--- config.mk ---
export PLATFORM = sky130hd
export DESIGN_NAME = pokey_clock_scheduler_flat
export DESIGN_NICKNAME = d
export VERILOG_FILES = /design/src/rtl/pokey_clock_scheduler_if.sv /design/src/rtl/pokey_clock_scheduler.sv /design/src/flat_wrapper.sv
export SDC_FILE = /design/constraint.sdc
export NUM_CORES = 1
export LEC_CHECK = 0
export ABC_CLOCK_PERIOD_IN_PS = 2700
export BUFFER_PORTS_ARGS = -buffer_cell sky130_fd_sc_hd__buf_2
export CELL_PAD_IN_SITES_DETAIL_PLACEMENT = 0
export CELL_PAD_IN_SITES_GLOBAL_PLACEMENT = 1
export CORE_ASPECT_RATIO = 0.9
export CORE_UTILIZATION = 36
export CTS_CLUSTER_SIZE = 8
export DETAILED_ROUTE_END_ITERATION = 10
export HOLD_SLACK_MARGIN = 0.02
export PLACE_DENSITY_LB_ADDON = 0.2
export SLEW_MARGIN = 15
export SYNTH_ARGS = -nofsm -noshare
export SYNTH_HDL_FRONTEND = slang
export SYNTH_SLANG_ARGS = --single-unit
--- constraint.sdc ---
create_clock -name clk -period 2.7 [get_ports clk]
set_input_delay 0.675 -clock clk [delete_from_list [all_inputs] [get_ports clk]]
set_output_delay 0.675 -clock clk [all_outputs]
set_load 0.01 [all_outputs]
--- src/rtl/pokey_clock_scheduler_if.sv ---
// Bus between the POKEY register file (master) and the clock scheduler (slave).
// Carries the 1.79 MHz enable, control registers, delay-line feedback and
// the generated tick / enable / clear strobes.
interface pokey_clock_scheduler_if;
  logic       ce;
  logic       init_mode;
  logic [7:0] audctl;
  logic       stimer_wr;
  logic [3:0] underflow;
  logic       tick_64;
  logic       tick_15;
  logic       base_tick;
  logic [3:0] chan_enable;
  logic       delay_sync_reset;

  modport master (
    output ce, init_mode, audctl, stimer_wr, underflow,
    input  tick_64, tick_15, base_tick, chan_enable, delay_sync_reset
  );

  modport slave (
    input  ce, init_mode, audctl, stimer_wr, underflow,
    output tick_64, tick_15, base_tick, chan_enable, delay_sync_reset
  );
endinterface

--- src/rtl/pokey_clock_scheduler.sv ---
// POKEY clock scheduler: divides ce into 64 kHz / 15 kHz base ticks, picks each
// timer channel's clock source from AUDCTL (including two-channel join) and
// holds the delay lines in clear during SKCTL init and after STIMER writes.
module pokey_clock_scheduler #(
  parameter int unsigned DIV_64 = 28,
  parameter int unsigned DIV_15 = 114
) (
  input logic                    clk,
  input logic                    reset_n,
  pokey_clock_scheduler_if.slave bus
);

  localparam int unsigned W64 = (DIV_64 > 1) ? $clog2(DIV_64) : 1;
  localparam int unsigned W15 = (DIV_15 > 1) ? $clog2(DIV_15) : 1;
  localparam logic [W64-1:0] MAX64 = W64'(DIV_64 - 1);
  localparam logic [W15-1:0] MAX15 = W15'(DIV_15 - 1);

  logic [W64-1:0] cnt64;
  logic [W15-1:0] cnt15;
  logic           stim_pend;

  logic       active;
  logic       tick_64;
  logic       tick_15;
  logic       base_tick;
  logic [3:0] chan_enable;
  logic       delay_sync_reset;

  logic unused_audctl;
  assign unused_audctl = ^{bus.audctl[7], bus.audctl[2:1]};

  // Base-tick dividers: held at zero during init, otherwise advance on ce and wrap.
  always_ff @(posedge clk) begin
    if (!reset_n || bus.init_mode) begin
      cnt64 <= '0;
      cnt15 <= '0;
    end else if (bus.ce) begin
      cnt64 <= (cnt64 == MAX64) ? '0 : cnt64 + W64'(1);
      cnt15 <= (cnt15 == MAX15) ? '0 : cnt15 + W15'(1);
    end
  end

  // STIMER pending flag: set by a write (wins over ce), cleared by the next ce.
  always_ff @(posedge clk) begin
    if (!reset_n) begin
      stim_pend <= 1'b0;
    end else if (bus.stimer_wr) begin
      stim_pend <= 1'b1;
    end else if (bus.ce) begin
      stim_pend <= 1'b0;
    end
  end

  // Output strobes: combinational from counters, ce, AUDCTL and underflow.
  always_comb begin
    tick_64          = 1'b0;
    tick_15          = 1'b0;
    base_tick        = 1'b0;
    chan_enable      = '0;
    delay_sync_reset = 1'b1;
    active           = bus.ce & ~bus.init_mode;
    if (reset_n) begin
      tick_64     = active & (cnt64 == MAX64);
      tick_15     = active & (cnt15 == MAX15);
      base_tick   = bus.audctl[0] ? tick_15 : tick_64;
      chan_enable = {bus.audctl[3] ? bus.underflow[2] : base_tick,
                     bus.audctl[5] ? 1'b1             : base_tick,
                     bus.audctl[4] ? bus.underflow[0] : base_tick,
                     bus.audctl[6] ? 1'b1             : base_tick}
                    & {4{active & ~stim_pend}};
      delay_sync_reset = bus.init_mode | stim_pend;
    end
  end

  assign bus.tick_64          = tick_64;
  assign bus.tick_15          = tick_15;
  assign bus.base_tick        = base_tick;
  assign bus.chan_enable      = chan_enable;
  assign bus.delay_sync_reset = delay_sync_reset;

endmodule

--- src/flat_wrapper.sv ---
// flat-port wrapper written by rule: the top's interface ports become plain ports
module pokey_clock_scheduler_flat 
#(
  parameter int unsigned DIV_64 = 28,
  parameter int unsigned DIV_15 = 114
)
  (clk, reset_n, bus_ce, bus_init_mode, bus_audctl, bus_stimer_wr, bus_underflow, bus_tick_64, bus_tick_15, bus_base_tick, bus_chan_enable, bus_delay_sync_reset);
  pokey_clock_scheduler_if bus_i ();
  input logic clk;
  input logic reset_n;
  input wire logic [$bits(bus_i.ce)-1:0] bus_ce;
  input wire logic [$bits(bus_i.init_mode)-1:0] bus_init_mode;
  input wire logic [$bits(bus_i.audctl)-1:0] bus_audctl;
  input wire logic [$bits(bus_i.stimer_wr)-1:0] bus_stimer_wr;
  input wire logic [$bits(bus_i.underflow)-1:0] bus_underflow;
  output wire logic [$bits(bus_i.tick_64)-1:0] bus_tick_64;
  output wire logic [$bits(bus_i.tick_15)-1:0] bus_tick_15;
  output wire logic [$bits(bus_i.base_tick)-1:0] bus_base_tick;
  output wire logic [$bits(bus_i.chan_enable)-1:0] bus_chan_enable;
  output wire logic [$bits(bus_i.delay_sync_reset)-1:0] bus_delay_sync_reset;
  assign bus_i.ce = bus_ce;
  assign bus_i.init_mode = bus_init_mode;
  assign bus_i.audctl = bus_audctl;
  assign bus_i.stimer_wr = bus_stimer_wr;
  assign bus_i.underflow = bus_underflow;
  assign bus_tick_64 = bus_i.tick_64;
  assign bus_tick_15 = bus_i.tick_15;
  assign bus_base_tick = bus_i.base_tick;
  assign bus_chan_enable = bus_i.chan_enable;
  assign bus_delay_sync_reset = bus_i.delay_sync_reset;
  pokey_clock_scheduler #(.DIV_64(DIV_64), .DIV_15(DIV_15)) u_core (.clk(clk), .reset_n(reset_n), .bus(bus_i));
endmodule
==> summary.txt, run 1 <==
Status
  • Status: finished, final reports clean

Setup path
  • Crit path max-delay cell type: or3b_4
  • CP arrival: 1.91 ns
  • Crit path required time: 2.03 ns
  • CP Launch Point: bus_ce
  • Max incr delay on CP: 0.43 ns
  • Crit path max fanout: 7
  • Most numerous cell on the critical path: buf_2
  • Critical path's top delay family: simple AND/OR/NAND/NOR gates
  • Crit path capture type: primary output
  • CP Class: in2out
  • Worst Path Buf+Inv: 2
  • Worst R2R Start: u_core.cnt15[1]
  • Crit Reg-Reg Endpoint: u_core.cnt15[1]
  • Worst-path cell chain: buf_2 -> nand3_1 -> or3b_4 -> mux2i_4 -> a31o_1 -> buf_2
  • Reg2reg path depth: 6
  • Critical Path End: bus_chan_enable[3]
  • R2r setup slk: 1.17 ns
  • Critical Path Stages: 6
  • Critical path startpoint category: primary input

Placement
  • Detailed placement HPWL: 962 µm
  • Port Buffers: 19
  • GP Congestion: 0.747

Route
  • Starting DRT DRC Count: 16
  • Via density per instance: 4.45
  • Post-route DRC: 0
  • DR vias: 556
  • First drt pass iteration count: 4
  • Drt wl/cell: 10.6 µm
  • Post-route ant nets: 0
  • WL final: 1.32 mm

Clock network
  • Cts bufs inserted: 3
  • Clock sink count: 13
  • Clk Latency, worst-skew pair: 0.28 ns
  • Clock buffer depth: 2
  • TritonCTS clock tree: done
  • Clk slew on worst S/H paths: 0.08 ns
  • Root Driver: clkbuf_4
  • H-tree depth: 1
  • Number of hold buffers added after CTS: 0

Global route
  • Largest net degree at the start of global routing: 9
  • Vias in the first global route: 532
  • Global-route wire length before repair: 2.19 mm
  • Global Route Usage Sum: 15.4%
  • GR Overflow Total: 0
  • Initial antenna violation count: 0

Finish
  • Filler cells: 192
  • Final #Nets: 122
  • Area grow syn2layout: 24.9%
  • Share of cells above drive strength 1: 29.7%
  • Fin util: 49.0%
  • Ant diodes: 0

Synth
  • Synth area leader: dfxtp_1
  • Ranking of synthesized cells by area: dfxtp_1 (39%), nor2_1 (8.9%), xor2_1 (6.5%)
  • Register area share after synthesis: 38.7%
  • Yosys cell types: 23
  • Synth top area share: 38.7%
  • Mean post-synth cell area: 8.74 µm²
  • Syn Nets: 97
  • Yosys warns: 0
  • #FFs+latches synth: 13
  • Cell area after synthesis: 673 µm²
  • Post-Synthesis Cells: 77

Worst hold path
  • Hold path depth: 2
  • Worst Hold Class: reg2reg

Floorplanning
  • Die area: 2050 µm²
  • IO Pins: 25
  • Core Area: 1720 µm²
  • Initial core utilization: 39.2%
  • Die H: 43.0 µm
  • Die Wd: 47.6 µm
  • Row count: 14

Power and ir drop
  • P per Cell Area: 421 nW/µm²
  • Maximum vdd ir drop: 276 µV
  • Pleak: 0.361 nW

Timing
  • Total negative slack: 0 ns
  • Final min period: 2.58 ns
  • RSZ-0062 raised after global routing: no
  • Final Hold Viols: 0
  • Max-slew headroom: 82.0%
  • Clock Skew: 0.00269 ns
  • Max Clock Freq: 0.387 GHz
  • Slew Viols, Final: 0
  • Period utilisation layout: 95.7%
  • Worst-margin pin slew: 0.269 ns
  • Final setup vio count: 0

Run
  • Max cap viols: 0
## per-stage QoR
step / hold slack [ns] / area [µm²] / instances / setup slack [ns] / total power [mW]
after floorplan: 0.472 / 673 / 77 / 0.423 / 0.221
after global placement: 0.484 / 808 / 121 / 0.0968 / 0.237
after detailed placement: 0.496 / 808 / 121 / 0.0725 / 0.238
after CTS: 0.519 / 836 / 125 / 0.0378 / 0.362
after global routing: 0.540 / 841 / 125 / 0.00391 / 0.375
final: 0.502 / 841 / 125 / 0.116 / 0.354
## cells in the mapped netlist, drive strengths merged
library cell	instances
and2	1
or3b	1
nand3	1
mux2i	2
dfxtp	13
ha	3
and3	2
nand4	3
a21oi	1
nand2b	3
xnor2	4
nor2	16
a211oi	1
xor2	5
buf	1
nor2b	2
a31o	2
nor3b	2
o21a	3
or4	1
nand2	7
inv	3
## area by class of cell
cell class / count / area, µm² / area share [%]
Sequential cell: 13 / 263 / 31.3
Clock inverter: 1 / 5.00 / 0.595
Clock buffer: 3 / 22.5 / 2.68
Inverter: 3 / 11.3 / 1.34
Multi-Input combinational cell: 60 / 399 / 47.5
Tap cell: 24 / 30.0 / 3.57
Timing Repair Buffer: 21 / 110 / 13.1
## how the worst min path moves through the flow
stage                    startpoint              end  slack (ns)
detailed placement  u_core.cnt64[4]  u_core.cnt64[4]        0.50
floorplan           u_core.cnt64[4]  u_core.cnt64[4]        0.47
global route        u_core.cnt64[4]  u_core.cnt64[4]        0.54
global placement    u_core.cnt64[4]  u_core.cnt64[4]        0.48
CTS                 u_core.cnt64[4]  u_core.cnt64[4]        0.52
finish              u_core.cnt15[1]  u_core.cnt15[1]        0.50
## kinds of logic (layout without fill, tap and decap cells)
logic type               Yosys count  after routing  share of synthesized area (%)
flip-flops                        13             13                           38.7
multiplexers                       2              2                           4.83
AND/OR/NAND/NOR                   39             39                           29.0
XOR/XNOR                           9              9                           11.7
buffers and inverters              4             28                           2.42
AO/OA/AOI/OAI                      7              7                           7.81
adder cells (fa/ha/maj)            3              3                           5.58
## layer usage
layer	vias to the layer above	share of wire (%)	global-route usage, %
met2	15	41	22.2
met5	-	0	0
met3	2	7.0	5.53
met4	0	1.6	8.33
li1	305	-	-
met1	234	50	19.4
## registers in the layout (all words and copies together) (netlist names)
register	cells
u_core.cnt15	7
u_core.cnt64	5
u_core.stim_pend	1
## layout by cell type (no fill, tap or decap), drive strengths merged
| cell | count |
|---|---|
| nand3 | 1 |
| buf | 21 |
| nand2b | 3 |
| xnor2 | 4 |
| nand2 | 7 |
| and2 | 1 |
| nand4 | 3 |
| dfxtp | 13 |
| a211oi | 1 |
| o21a | 3 |
| nor3b | 2 |
| clkinv | 1 |
| nor2 | 16 |
| a31o | 2 |
| and3 | 2 |
| mux2i | 2 |
| clkbuf | 3 |
| inv | 3 |
| nor2b | 2 |
| xor2 | 5 |
| or3b | 1 |
| ha | 3 |
| a21oi | 1 |
| or4 | 1 |
## where the power goes
group          total (mW)  internal, mW  switching (mW)
logic              0.0351        0.0177          0.0174
registers           0.199         0.195         0.00321
clock network       0.120        0.0550          0.0650
## repair_timing
action,4_1_cts,5_1_grt
setup buffers,0,0
gates resized for setup,0,3
endpoints found under the setup margin,0,4
## worst register-to-register path, stage by stage, from the launching register on
cell and delay (ns):
dfxtp_2 0.34, inv_1 0.05, ha_1 0.14, nand2b_1 0.06
or4_4 0.52, nand2_1 0.23, a211oi_1 0.08
(Power assumes the default switching activity.)
==> run 2, diff against run 1 <==
- BUFFER_PORTS_ARGS: -buffer_cell sky130_fd_sc_hd__buf_2 -> default
- CORE_UTILIZATION: 36 -> 40
- DONT_BUFFER_PORTS: default -> 1
==> run 2 against run 1 <==
Die area shrank 9.6%. Sequential cell count is the same. Combinational power shrank 40%. Core utilization shrank 0.59 points. Final area shrank 13%. First-iteration DRC count shrank 88%. Register-to-register slack lost 0.08 ns. Clock power is essentially flat. Critical endpoint unchanged. Largest cell class unchanged.
==> summary.txt, run 2 (synthesis results as in run 1) <==
Status
  • Status: finished, final reports clean

Placement
  • GP Congestion: 0.680 (-8.9%)
  • Detailed placement HPWL: 906 µm (-5.8%)
  • Port Buffers: 0 (-19)
  • Placed Area: 703 µm² (-13%)

Setup path
  • Worst-path cell chain: ha_1 -> nand2b_1 -> or4_4 -> mux2i_4 -> a31o_1
  • Crit path capture type: primary output
  • Max incr delay on CP: 0.51 ns (+0.08 ns)
  • Critical path startpoint category: register
  • Critical path's top delay family: simple AND/OR/NAND/NOR gates
  • Crit path required time: 2.03 ns (about the same)
  • CP Class: reg2out
  • Crit path max-delay cell type: or4_4
  • CP arrival: 1.85 ns (-0.06 ns)
  • CP Launch Point: u_core.cnt15[0]
  • Crit path max fanout: 5 (-2)
  • Worst Path Buf+Inv: 0 (-2)
  • Worst R2R Start: u_core.cnt15[0]

Timing
  • Total negative slack: 0 ns (unchanged)
  • Slew Viols, Final: 0 (unchanged)
  • RSZ-0062 raised after global routing: no
  • Final Hold Viols: 0 (unchanged)
  • Final setup vio count: 0 (unchanged)
  • Max-slew headroom: 81.4% (-0.63 points)
  • Period utilisation layout: 93.6% (-2.1 points)
  • Clock Skew: 0.00566 ns (+0.00298 ns)
  • Worst-margin pin slew: 0.278 ns (+0.00929 ns)
  • Max Clock Freq: 0.396 GHz (+2.3%)
  • Final min period: 2.53 ns (-0.0580 ns)

Finish
  • Filler cells: 155 (-19%)
  • Largest registers: u_core.cnt15: 7 flops, u_core.cnt64: 5 flops, u_core.stim_pend: 1 flops
  • Area grow syn2layout: 8.74%
  • Post-layout instance area: 732 µm² (-13%)
  • Share of cells above drive strength 1: 8.64% (-21 points)
  • Ant diodes: 0 (unchanged)
  • Most common cell after layout, fill and taps aside: nor2_1
  • Largest register FFs: 7 (unchanged)
  • Final #Nets: 102 (-16%)
  • Largest reg by FF count: u_core.cnt15
  • Most frequent cells in the layout: nor2_1 (16), dfxtp_1 (13), nand2_1 (7)

Global route
  • Global-route wire length before repair: 1.99 mm (-9.1%)
  • Largest net degree at the start of global routing: 15 (+6)
  • Initial antenna violation count: 0 (unchanged)
  • GR Overflow Total: 0 (unchanged)
  • Global Route Usage Sum: 16.3% (+0.98 points)
  • Vias in the first global route: 451 (-15%)

Route
  • WL final: 1.21 mm (-8.8%)
  • Starting DRT DRC Count: 2 (-14)
  • Drt wl/cell: 11.7 µm (+11%)
  • Via density per instance: 4.88 (+9.8%)
  • Post-route DRC: 0 (unchanged)
  • First drt pass iteration count: 4 (unchanged)
  • DR vias: 503 (-9.5%)
  • Post-route ant nets: 0 (unchanged)

Floorplanning
  • Die Wd: 45.2 µm (-4.9%)
  • Core Area: 1510 µm² (-12%)
  • Die area: 1850 µm² (-9.6%)
  • Row count: 13 (-1)
  • Initial core utilization: 44.5% (+5.3 points)
  • IO Pins: 25 (unchanged)
  • Die H: 40.9 µm (-4.9%)

Clock network
  • Root Driver: clkbuf_4
  • Clk Latency, worst-skew pair: 0.27 ns (about the same)
  • Clock buffer depth: 2 (unchanged)
  • H-tree depth: 1 (unchanged)
  • Number of hold buffers added after CTS: 0 (unchanged)
  • TritonCTS clock tree: done
  • Cts bufs inserted: 3 (unchanged)
  • Post-cts repair resize count: 0 (unchanged)
  • Total setup buffers inserted after CTS: 0 (unchanged)
  • Clock sink count: 13 (unchanged)
  • Clk slew on worst S/H paths: 0.08 ns (about the same)

Power and ir drop
  • Maximum vdd ir drop: 311 µV (+12%)
  • Pleak: 0.267 nW (-26%)
  • P per Cell Area: 463 nW/µm² (+10%)
  • Total power draw: 0.339 mW (-4.1%)

Run
  • Max cap viols: 0 (unchanged)

Worst hold path
  • Worst Hold Class: in2reg
  • Min-delay src: bus_ce
==> run 2: cell types whose count changed in the layout (fill, tap and decap cells not counted) <==
cell,change
clkbuf_1,+1
buf_4,-1
dfxtp_1,+2
buf_2,-19
dfxtp_2,-2
clkinv_2,-1
==> run 2: path summary, 6_finish.rpt <==
check	cells past startpoint	to	slack, ns
setup reg to reg	5	u_core.cnt15[1]	1.09
hold reg to reg	2	u_core.cnt64[4]	0.51
setup / recovery	5	bus_chan_enable[3]	0.17
hold / removal	1	u_core.cnt15[1]	0.50
==> run 2: area by class of cell <==
type	instances	area [µm²]	area share (%)
tap	22	27.5	3.76
sequential	13	260	35.6
clock buffer	4	26.3	3.59
inverter	3	11.3	1.54
timing repair buffer	1	7.51	1.03
multi-input combinational	60	399	54.5
==> run 2: through the flow <==
step           util, %  hold slack (ns)  worst slack, ns  cells
2_1_floorplan        -            0.472            0.423     77
3_3_place_gp      46.5            0.483            0.388     99
3_5_place_dp      46.5            0.496            0.365     99
4_1_cts           48.2            0.484            0.152    103
5_1_grt           48.4            0.470           0.0413    103
6_report          48.4            0.498            0.174    103
==> run 2: per-layer routing <==
metal | routed length (µm) | GRT usage, %
met5 | 0 | 0
met4 | 12 | 6.82
met3 | 76 | 7.93
met2 | 495 | 27.2
met1 | 621 | 18.1
==> run 2: power breakdown <==
group / internal [mW] / leakage (nW) / total, mW / switching (mW)
Combinational: 0.0103 / 0.147 / 0.0210 / 0.0108
Sequential: 0.195 / 0.105 / 0.198 / 0.00302
Clock: 0.0572 / 0.0150 / 0.120 / 0.0627
Total: 0.262 / 0.267 / 0.339 / 0.0765
==> run 3, diff against run 2 <==
- ABC_CLOCK_PERIOD_IN_PS: 2700 -> 3140
- CORE_UTILIZATION: 40 -> 35
- clock period: 2.7 -> 3.14 ns (I/O delays scaled with it)
==> run 3 against run 2 <==
Sequential cell count unchanged. First-iteration DRC count rose to 4.5 times the previous value. Via count unchanged. Global-route usage decreased by 3.4 points. Clock skew is 0.0029 ns lower. Final area decreased by 1.0%. Largest cell class unchanged.
==> summary.txt, run 3 (synthesis results as in run 1) <==
Finish
  • Filler cells: 190 (+23%)
  • Area grow syn2layout: 7.62%
  • Fin util: 41.8% (-6.6 points)
  • Largest registers: u_core.cnt15: 7 flops, u_core.cnt64: 5 flops, u_core.stim_pend: 1 flops
  • Most frequent cells in the layout: nor2_1 (16), dfxtp_1 (13), nand2_1 (7)
  • Largest register FFs: 7 (unchanged)
  • Most common cell after layout, fill and taps aside: nor2_1
  • Final #Nets: 101 (-0.98%)
  • Ant diodes: 0 (unchanged)
  • Share of cells above drive strength 1: 6.25% (-2.4 points)
  • Largest reg by FF count: u_core.cnt15

Status
  • Status: finished, final reports clean

Floorplanning
  • Initial core utilization: 38.8% (-5.7 points)
  • Die Wd: 48.2 µm (+6.6%)
  • Core Area: 1730 µm² (+15%)
  • IO Pins: 25 (unchanged)
  • Die area: 2100 µm² (+14%)
  • Die H: 43.6 µm (+6.6%)
  • Row count: 14 (+1)

Placement
  • GP Congestion: 0.644 (-5.3%)
  • Detailed placement HPWL: 880 µm (-2.9%)
  • Port Buffers: 0 (unchanged)

Clock network
  • Clock buffer depth: 2 (unchanged)
  • Clk slew on worst S/H paths: 0.07 ns (about the same)
  • Root Driver: clkbuf_4
  • Clk Latency, worst-skew pair: 0.26 ns (about the same)
  • Post-cts repair resize count: 0 (unchanged)
  • TritonCTS clock tree: done
  • Number of hold buffers added after CTS: 0 (unchanged)
  • Clock sink count: 13 (unchanged)
  • Total setup buffers inserted after CTS: 0 (unchanged)
  • H-tree depth: 1 (unchanged)
  • Cts bufs inserted: 3 (unchanged)

Setup path
  • Critical Path Stages: 4 (-1)
  • Critical path's top delay family: simple AND/OR/NAND/NOR gates
  • Crit path capture type: primary output
  • Worst Path Buf+Inv: 0 (unchanged)
  • Reg2reg path depth: 5 (unchanged)
  • Critical path startpoint category: primary input
  • Crit path max fanout: 6 (+1)
  • Max incr delay on CP: 0.55 ns (+0.04 ns)
  • Worst-path cell chain: nand2b_1 -> nor3b_1 -> and3_1 -> a31o_1
  • CP Class: in2out
  • CP arrival: 1.92 ns (+0.07 ns)
  • Crit path max-delay cell type: nor3b_1
  • Crit path required time: 2.35 ns (+0.32 ns)

Route
  • Post-route ant nets: 0 (unchanged)
  • DR vias: 503 (unchanged)
  • First drt pass iteration count: 4 (unchanged)
  • WL final: 1.13 mm (-6.8%)
  • Starting DRT DRC Count: 9 (+7)
  • Drt wl/cell: 10.8 µm (-7.7%)
  • Via density per instance: 4.84 (-0.96%)
  • Post-route DRC: 0 (unchanged)

Power and ir drop
  • Maximum vdd ir drop: 220 µV (-29%)
  • P per Cell Area: 394 nW/µm² (-15%)
  • Comb power frac: 6.0% (-0.2 points)
  • Sw Ratio: 21.2% (-1.4 points)
  • Pleak: 0.260 nW (-2.7%)
  • Switching Power: 0.0606 mW (-21%)
  • Int Pwr: 0.225 mW (-14%)
  • Clock power frac: 34.4% (-1.0 points)
  • Sequential power share: 59.7% (+1.3 points)
  • Total power draw: 0.286 mW (-16%)

Timing
  • Final hold slack: 0.511 ns (+0.0127 ns)
  • Clock Skew: 0.00276 ns (-0.00290 ns)
  • Max-slew headroom: 59.2% (-22 points)
  • Max Clock Freq: 0.369 GHz
  • Final min period: 2.71 ns
  • Final Hold Viols: 0 (unchanged)
  • Period utilisation layout: 86.2%
  • Final setup vio count: 0 (unchanged)
  • RSZ-0062 raised after global routing: no
  • Worst-margin pin slew: 0.611 ns (+0.332 ns)
  • Slew Viols, Final: 0 (unchanged)
  • Total negative slack: 0 ns (unchanged)

Global route
  • Global Route Usage Sum: 13.0% (-3.4 points)
  • Largest net degree at the start of global routing: 15 (unchanged)
  • Vias in the first global route: 462 (+2.4%)
  • Initial antenna violation count: 0 (unchanged)
  • Global-route wire length before repair: 1.88 mm (-5.2%)
  • GR Overflow Total: 0 (unchanged)

Run
  • Max cap viols: 0 (unchanged)

Worst hold path
  • Hold path depth: 2 (+1)
  • Worst Hold Class: reg2reg
-- run 3: cell count changes in the layout (fill, tap and decap cells not counted), sizes merged --
| cell | before | now |
|---|---|---|
| buf | 1 | 0 |
-- run 3: cell type report --
cell class	count	area, µm²	share of cell area (%)
flip-flops and latches	13	260	35.9
well taps	24	30.0	4.15
multi-input cells	60	397	54.7
clock buffers	4	26.3	3.63
inverters	3	11.3	1.55
-- run 3: metrics by stage --
stage	area, µm²	instances	setup slack [ns]
after floorplan	673	77	0.643
after global placement	698	100	0.470
after detailed placement	698	100	0.422
after CTS	724	104	0.410
after global routing	724	104	0.187
final	724	104	0.432
-- run 3: power by group through the flow --
| stage | clock network, mW | registers [mW] | logic (mW) |
|---|---|---|---|
| global route | 0.112 | 0.171 | 0.0202 |
| floorplan | 0 | 0.174 | 0.0166 |
| finish | 0.0981 | 0.170 | 0.0171 |
| CTS | 0.103 | 0.170 | 0.0175 |
| detailed placement | 0 | 0.174 | 0.0174 |
| global placement | 0 | 0.174 | 0.0173 |
-- run 3: tightest hold or removal path, delay by kind of cell (launching register included) --
| family | cells | cell delay (ns) |
|---|---|---|
| flip-flops | 1 | 0.34 |
| AND/OR/NAND/NOR | 1 | 0.07 |
| AO/OA/AOI/OAI | 1 | 0.06 |
-- run 3: final timing paths --
| kind | startpoint | end | slack (ns) |
|---|---|---|---|
| setup / recovery | bus_init_mode | bus_chan_enable[3] | 0.43 |
| hold / removal | u_core.cnt64[4] | u_core.cnt64[4] | 0.51 |
| setup reg to reg | u_core.cnt15[0] | u_core.cnt15[0] | 1.57 |
| hold reg to reg | u_core.cnt64[4] | u_core.cnt64[4] | 0.51 |
-- run 3: per-layer routing --
| metal | wire length, µm | vias to the layer above | GRT usage (%) |
|---|---|---|---|
| met1 | 577 | 221 | 17.5 |
| met2 | 462 | 16 | 17.3 |
| li1 | - | 264 | - |
| met5 | 0 | - | 0 |
| met3 | 72 | 2 | 5.42 |
| met4 | 13 | 0 | 6.67 |
